==> config.mk <==
export PLATFORM = sky130hd
export DESIGN_NAME = rr_arbiter_4ch
export DESIGN_NICKNAME = d
export VERILOG_FILES = /design/src/rtl/rr_arbiter_4ch.sv
export SDC_FILE = /design/constraint.sdc
export NUM_CORES = 1
export LEC_CHECK = 0
export ABC_CLOCK_PERIOD_IN_PS = 6000
export CAP_MARGIN = 20
export CORE_MARGIN = 2
export CORE_UTILIZATION = 30
export DETAILED_ROUTE_END_ITERATION = 7
export GPL_ROUTABILITY_DRIVEN = 0
export MAX_ROUTING_LAYER = met4
export RECOVER_POWER = 25
export SYNTH_ARGS = -nofsm -noshare
export SYNTH_HDL_FRONTEND = slang
export SYNTH_SLANG_ARGS = --single-unit
==> constraint.sdc <==
create_clock -name clk -period 6 [get_ports clk]
set_input_delay 1.8 -clock clk [delete_from_list [all_inputs] [get_ports clk]]
set_output_delay 1.8 -clock clk [all_outputs]
set_load 0.1 [all_outputs]
==> src/rtl/rr_arbiter_4ch.sv <==
// Four-requester round-robin arbiter. The grant is registered and held until its owner releases it.
// Optional owner preemption after MAX_HOLD cycles is enabled by defining ARB_TIMEOUT_EN.
module rr_arbiter_4ch #(
  parameter int unsigned MAX_HOLD = 8
) (
  input  logic       clk,
  input  logic       rst_n,
  input  logic [3:0] req,
  output logic [3:0] gnt,
  output logic [1:0] gnt_idx,
  output logic       gnt_valid
);

  typedef enum logic {IDLE, GRANT} state_e;

  state_e     state_q, state_d;
  logic [1:0] ptr_q, ptr_d;
  logic [1:0] idx_q, idx_d;
  logic [3:0] gnt_q, gnt_d;
  logic [3:0] owner_oh, cand;
  logic [1:0] win, scan;
  logic       win_vld, grant_new, preempt;

  assign owner_oh = 4'b0001 << ptr_q;
  // While granted, the owner only competes once it has released, so masking it is harmless.
  assign cand     = (state_q == GRANT) ? (req & ~owner_oh) : req;

  // Scan runs from farthest to nearest, so the nearest set bit after ptr wins.
  always_comb begin
    win     = ptr_q;
    win_vld = 1'b0;
    scan    = ptr_q;
    for (int k = 4; k >= 1; k--) begin
      scan = ptr_q + 2'(k);
      if (cand[scan]) begin
        win     = scan;
        win_vld = 1'b1;
      end
    end
  end

`ifdef ARB_TIMEOUT_EN
  logic [7:0] cnt_q, cnt_d;

  assign preempt = (state_q == GRANT) && req[ptr_q] && win_vld &&
                   (cnt_q == 8'(MAX_HOLD - 1));

  // The count saturates while nobody else is waiting, so rotation happens on the first contender.
  always_comb begin
    cnt_d = cnt_q;
    if (gnt_d != gnt_q)
      cnt_d = '0;
    else if (state_q == GRANT && cnt_q != 8'(MAX_HOLD - 1))
      cnt_d = cnt_q + 8'd1;
  end

  always_ff @(posedge clk or negedge rst_n) begin
    if (!rst_n) cnt_q <= '0;
    else        cnt_q <= cnt_d;
  end
`else
  assign preempt = 1'b0;
`endif

  always_comb begin
    state_d   = state_q;
    ptr_d     = ptr_q;
    idx_d     = idx_q;
    gnt_d     = gnt_q;
    grant_new = 1'b0;
    case (state_q)
      IDLE: grant_new = win_vld;
      GRANT: begin
        if (!req[ptr_q]) begin
          if (win_vld) grant_new = 1'b1;
          else begin
            state_d = IDLE;
            gnt_d   = '0;
          end
        end else if (preempt) begin
          grant_new = 1'b1;
        end
      end
      default: state_d = IDLE;
    endcase
    if (grant_new) begin
      state_d = GRANT;
      gnt_d   = 4'b0001 << win;
      idx_d   = win;
      ptr_d   = win;
    end
  end

  always_ff @(posedge clk or negedge rst_n) begin
    if (!rst_n) begin
      state_q <= IDLE;
      ptr_q   <= 2'd3;
      idx_q   <= 2'd0;
      gnt_q   <= '0;
    end else begin
      state_q <= state_d;
      ptr_q   <= ptr_d;
      idx_q   <= idx_d;
      gnt_q   <= gnt_d;
    end
  end

  assign gnt       = gnt_q;
  assign gnt_idx   = idx_q;
  assign gnt_valid = |gnt_q;

endmodule
==> impl_metrics.toml, run 1 <==
[status]
outcome = "completed"

[drt]
routedWlPerCell_um = 13.6
drc = 0
routed_wl_um = 1520
first_iter_violations = 9
vias = 601
antenna_left = 0
dr.pass1.iters = 4
via_per_inst = 5.37

[logic_synthesis]
netlist_area_um2 = 702
synth-main-ff-cell = "dfrtp_1"
async_flop_share = 1.00
ys_ff_latch = 9
synth_cell_types = 40
synth_nets = 79
synthCells = 69
synth.avg_cell_area_um2 = 10.2
synth-edff-count = 0
yosys_warnings = 0
yosysSeqAreaShare = 0.324

[clock_network]
clockBufferDepth = 2
cts_resized = 0
cts_setup_buffers = 0
hold_buffers = 0
cts_made_buffers = 3
cts_max_level = 1
cts_tree = "built"
clk_pin_slew_ns = 0.06
clock_latency_ns = 0.26
numClockSinks = 9
cts-root-buf = "clkbuf_4"

[die]
die_w_um = 52.4
initial_core_util = 0.317
fp.coreArea_um2 = 2210
io_pins = 13
row_count = 17
chipHeight_um = 52.4
dieArea_um2 = 2740

[layout]
nFillCells = 229
drive_above_1_share = 0.226
diodes = 0
postLayoutCoreUtil = 0.397
nets = 95
syn2layout_area_growth_pct = 25.1
postLayoutCellArea_um2 = 878

[sta]
drv_slew = 0
rsz0062_at_grt = "false"
max_freq_mhz = 253
period_share = 0.659
tns_ns = 0
worst_pin_slew_ns = 0.968
fin_crit_ns = 3.95
setup_viol = 0
finalClockSkew_ns = 0.00447
report.final.hold_viol_count = 0
maxSlewHeadroom = 0.353

[critical_path]
crit_arrival_ns = 2.15
end_kind = "primary output"
crit_required_ns = 4.20
critPathKind = "reg2out"
crit_fanout = 3
critPathLaunchType = "register"

[run]
maxCapViolCount = 0

[global_routing]
grt.total_usage = 0.124
grt_pass1_vias = 587
grt_overflow = 0
grt_first_pass_wirelength_um = 2540
antenna_found_initial = 0
grt_max_degree = 11

[min_path]
hold_class = "reg2reg"

[place]
port_buffers = 12
dpl.hpwl_um = 1190
dpl_cell_area_um2 = 852
layout by cell type (no fill, tap or decap), types with 2 or more instances in the layout:
cell and n:
nor2_1 5, a22o_1 2, dfstp_2 2, mux2_2 2, or2_2 2, a21boi_2 2, inv_1 2, nand2_1 6
o21ai_0 3, a21boi_1 2, mux2i_1 2, dfrtp_1 7, mux4_2 2, clkbuf_4 3, clkdlybuf4s50_1 11, ha_1 4
stage by stage:
step	worst slack [ns]	hold slack [ns]	instances
after global routing	2.01	0.506	112
after CTS	2.04	0.485	112
after global placement	2.35	0.460	108
final	2.05	0.481	112
after detailed placement	2.33	0.472	108
after floorplan	2.38	0.579	69
registers in the layout (all words and copies together), names as in the netlist:
register and flops:
ptr_q 2, gnt 4, gnt_idx 2, state_q 1
Yosys cell counts (2+ instances only):
library cell / instances / area (µm²)
inv_1: 2 / 7.51
ha_1: 4 / 50.1
or2_2: 2 / 12.5
mux2_2: 2 / 22.5
nand2_1: 6 / 22.5
a21boi_1: 2 / 15.0
mux2i_1: 2 / 20.0
dfrtp_1: 7 / 175
o21ai_0: 3 / 15.0
mux4_2: 2 / 45.0
nor2_1: 5 / 18.8
dfstp_2: 2 / 52.6
a22o_1: 2 / 17.5
a21boi_2: 2 / 22.5
cells by family after synthesis:
family | count (synthesis) | synth area share
multiplexers | 6 | 0.125
AO/OA/AOI/OAI | 23 | 0.283
XOR/XNOR | 1 | 0.0125
AND/OR/NAND/NOR | 22 | 0.160
flip-flops | 9 | 0.324
adder cells (fa/ha/maj) | 4 | 0.0713
buffers and inverters | 4 | 0.0232
routing by layer:
| layer | GRT usage | vias up | part of all wire |
|---|---|---|---|
| li1 | - | 292 | - |
| met1 | 0.151 | 293 | 0.46 |
| met2 | 0.219 | 16 | 0.50 |
| met3 | 0.0171 | 0 | 0.042 |
| met4 | 0.0256 | 0 | 0 |
| met5 | - | - | 0 |
worst max-delay path, cell delays in order (launching register included):
cell and delay [ns]:
dfrtp_1 0.39, or4_1 0.52, clkdlybuf4s50_1 0.98
final cells by class:
| class | count | area, µm² | area share |
|---|---|---|---|
| inverters | 3 | 11.3 | 0.0128 |
| clock buffers | 4 | 26.3 | 0.0299 |
| flip-flops and latches | 9 | 228 | 0.259 |
| multi-input cells | 56 | 458 | 0.521 |
| repair buffers | 12 | 120 | 0.137 |
| well taps | 28 | 35.0 | 0.0399 |
worst paths after layout:
path	start	end	slack (ns)	cells after the start
max	gnt[1]$_DFFE_PN0P_	gnt_valid	2.05	2
min	gnt_idx[1]$_DFFE_PN0P_	gnt_idx[1]$_DFFE_PN0P_	0.48	1
max reg2reg	ptr_q[1]$_DFFE_PN1P_	ptr_q[0]$_DFFE_PN1P_	3.55	7
min reg2reg	gnt_idx[1]$_DFFE_PN0P_	gnt_idx[1]$_DFFE_PN0P_	0.48	1
max in group asynchronous	rst_n	ptr_q[1]$_DFFE_PN1P_	3.78	1
min in group asynchronous	rst_n	gnt[3]$_DFFE_PN0P_	1.90	1
Power of run 1 is not shown: default switching activity piles up to over one toggle a cycle in this logic, so the estimate is an artifact.
==> inputs of run 2 (changes only) <==
Settings changed: ABC_CLOCK_PERIOD_IN_PS 6000 to 4000.
Clock period 6 ns to 4 ns, I/O delays scaled along.
==> run 2 against run 1 <==
Highest routed layer is now met4. Critical path depth is 1 lower. Setup slack worse by 1.0 ns. Count of clock-buffer cells in the layout stayed put. Via count is 1.5% lower. Critical path type unchanged. Register-to-register slack worse by 2.0 ns. Largest cell class unchanged.
==> impl_metrics.toml, run 2 (synthesis results as in run 1) <==
[critical_path]
critPathMaxStageDelay_ns = 1.14
cp.depth = 1
cpLargestDelayFamily = "buffers and inverters"
path_buf_inv = 1
cpMaxStageDelayCell = "clkdlybuf4s50_1"
critPathKind = "reg2out"
reg2reg_to = "ptr_q[0]$_DFFE_PN1P_"
reg2reg_from = "ptr_q[1]$_DFFE_PN1P_"
crit_fanout = 3
crit_required_ns = 2.80
startpoint = "gnt[2]$_DFFE_PN0P_"
critPathLaunchType = "register"
path_cells = "clkdlybuf4s50_1"
reg2reg_slack_ns = 1.56
crit_arrival_ns = 1.78
rr_worst_depth = 7
end_kind = "primary output"

[layout]
final-seq-area_um2 = 228
largest_register_ff_count = 4
final_common_cell = "clkdlybuf4s50_1"
nets = 95
nFillCells = 229
syn2layout_area_growth_pct = 24.8
drive_above_1_share = 0.238
fin_cells = 112
most-common-layout-cells = "10 x clkdlybuf4s50_1, 7 x dfrtp_1, 6 x nand2_1"
diodes = 0
postLayoutCoreUtil = 0.396
multiInputGateArea_um2 = 458

[clock_network]
cts_resized = 0
cts_made_buffers = 3
cts_tree = "built"
hold_buffers = 0
cts_max_level = 1
cts_setup_buffers = 0
clk_pin_slew_ns = 0.06
cts-root-buf = "clkbuf_4"
clockBufferDepth = 2
numClockSinks = 9
clock_latency_ns = 0.26

[sta]
period_share = 0.746
tns_ns = 0
drv_slew = 0
worst_pin_slew_ns = 0.969
maxSlewHeadroom = 0.352
finalClockSkew_ns = 0.00341
report.final.hold_viol_count = 0
fin_crit_ns = 2.98
setup_viol = 0
max_freq_mhz = 335
rsz0062_at_grt = "false"

[global_routing]
grt_pass1_vias = 594
grt_first_pass_wirelength_um = 2820
grt_overflow = 0
antenna_found_initial = 0
grt_max_degree = 11
grt.total_usage = 0.143

[drt]
routed_wl_um = 1660
drc = 0
first_iter_violations = 9
via_per_inst = 5.29
dr.pass1.iters = 4
routedWlPerCell_um = 14.8
antenna_left = 0
vias = 592

[die]
row_count = 17
chipHeight_um = 52.4
initial_core_util = 0.317
dieArea_um2 = 2740
io_pins = 13
die_w_um = 52.4
fp.coreArea_um2 = 2210

[status]
outcome = "completed"

[place]
port_buffers = 12
dpl.hpwl_um = 1290
dpl.cell_count = 108

[min_path]
hp-start = "gnt_idx[0]$_DFFE_PN0P_"
hold_end = "gnt_idx[0]$_DFFE_PN0P_"
hold_class = "reg2reg"
holdPathStages = 2

[run]
maxCapViolCount = 0
-- run 2: cell count changes in the layout (fill, tap and decap cells not counted) --
cell             before  now
buf_4                 0    1
clkdlybuf4s50_1      11   10
-- run 2: cell type report --
type,count,share of cell area
inverter,3,0.0129
sequential,9,0.260
multi-input combinational,56,0.523
clock buffer,4,0.0300
tap,28,0.0400
timing repair buffer,12,0.134
-- run 2: metal layers --
metal	vias up	GRT usage	wire (µm)
li1	295	-	-
met1	287	0.177	821
met2	7	0.227	800
met3	3	0.0257	19
met4	0	0.0641	21
met5	-	-	0
-- run 2: worst max-delay path by stage --
stage	endpoint	slack (ns)
2_1_floorplan	gnt_valid	0.98
3_3_place_gp	ptr_q[0]$_DFFE_PN1P_	0.99
3_5_place_dp	ptr_q[0]$_DFFE_PN1P_	0.95
4_1_cts	gnt[2]	1.0
5_1_grt	gnt[3]	0.95
6_report	gnt[2]	1.02
-- run 2: per-stage QoR --
stage	setup WS [ns]	hold slack, ns	instance area (µm²)
detailed placement	0.953	0.472	850
floorplan	0.984	0.579	702
finish	1.02	0.475	876
CTS	0.999	0.486	876
global placement	0.989	0.467	850
global route	0.948	0.512	876
Power of run 2 is left out for the same reason.
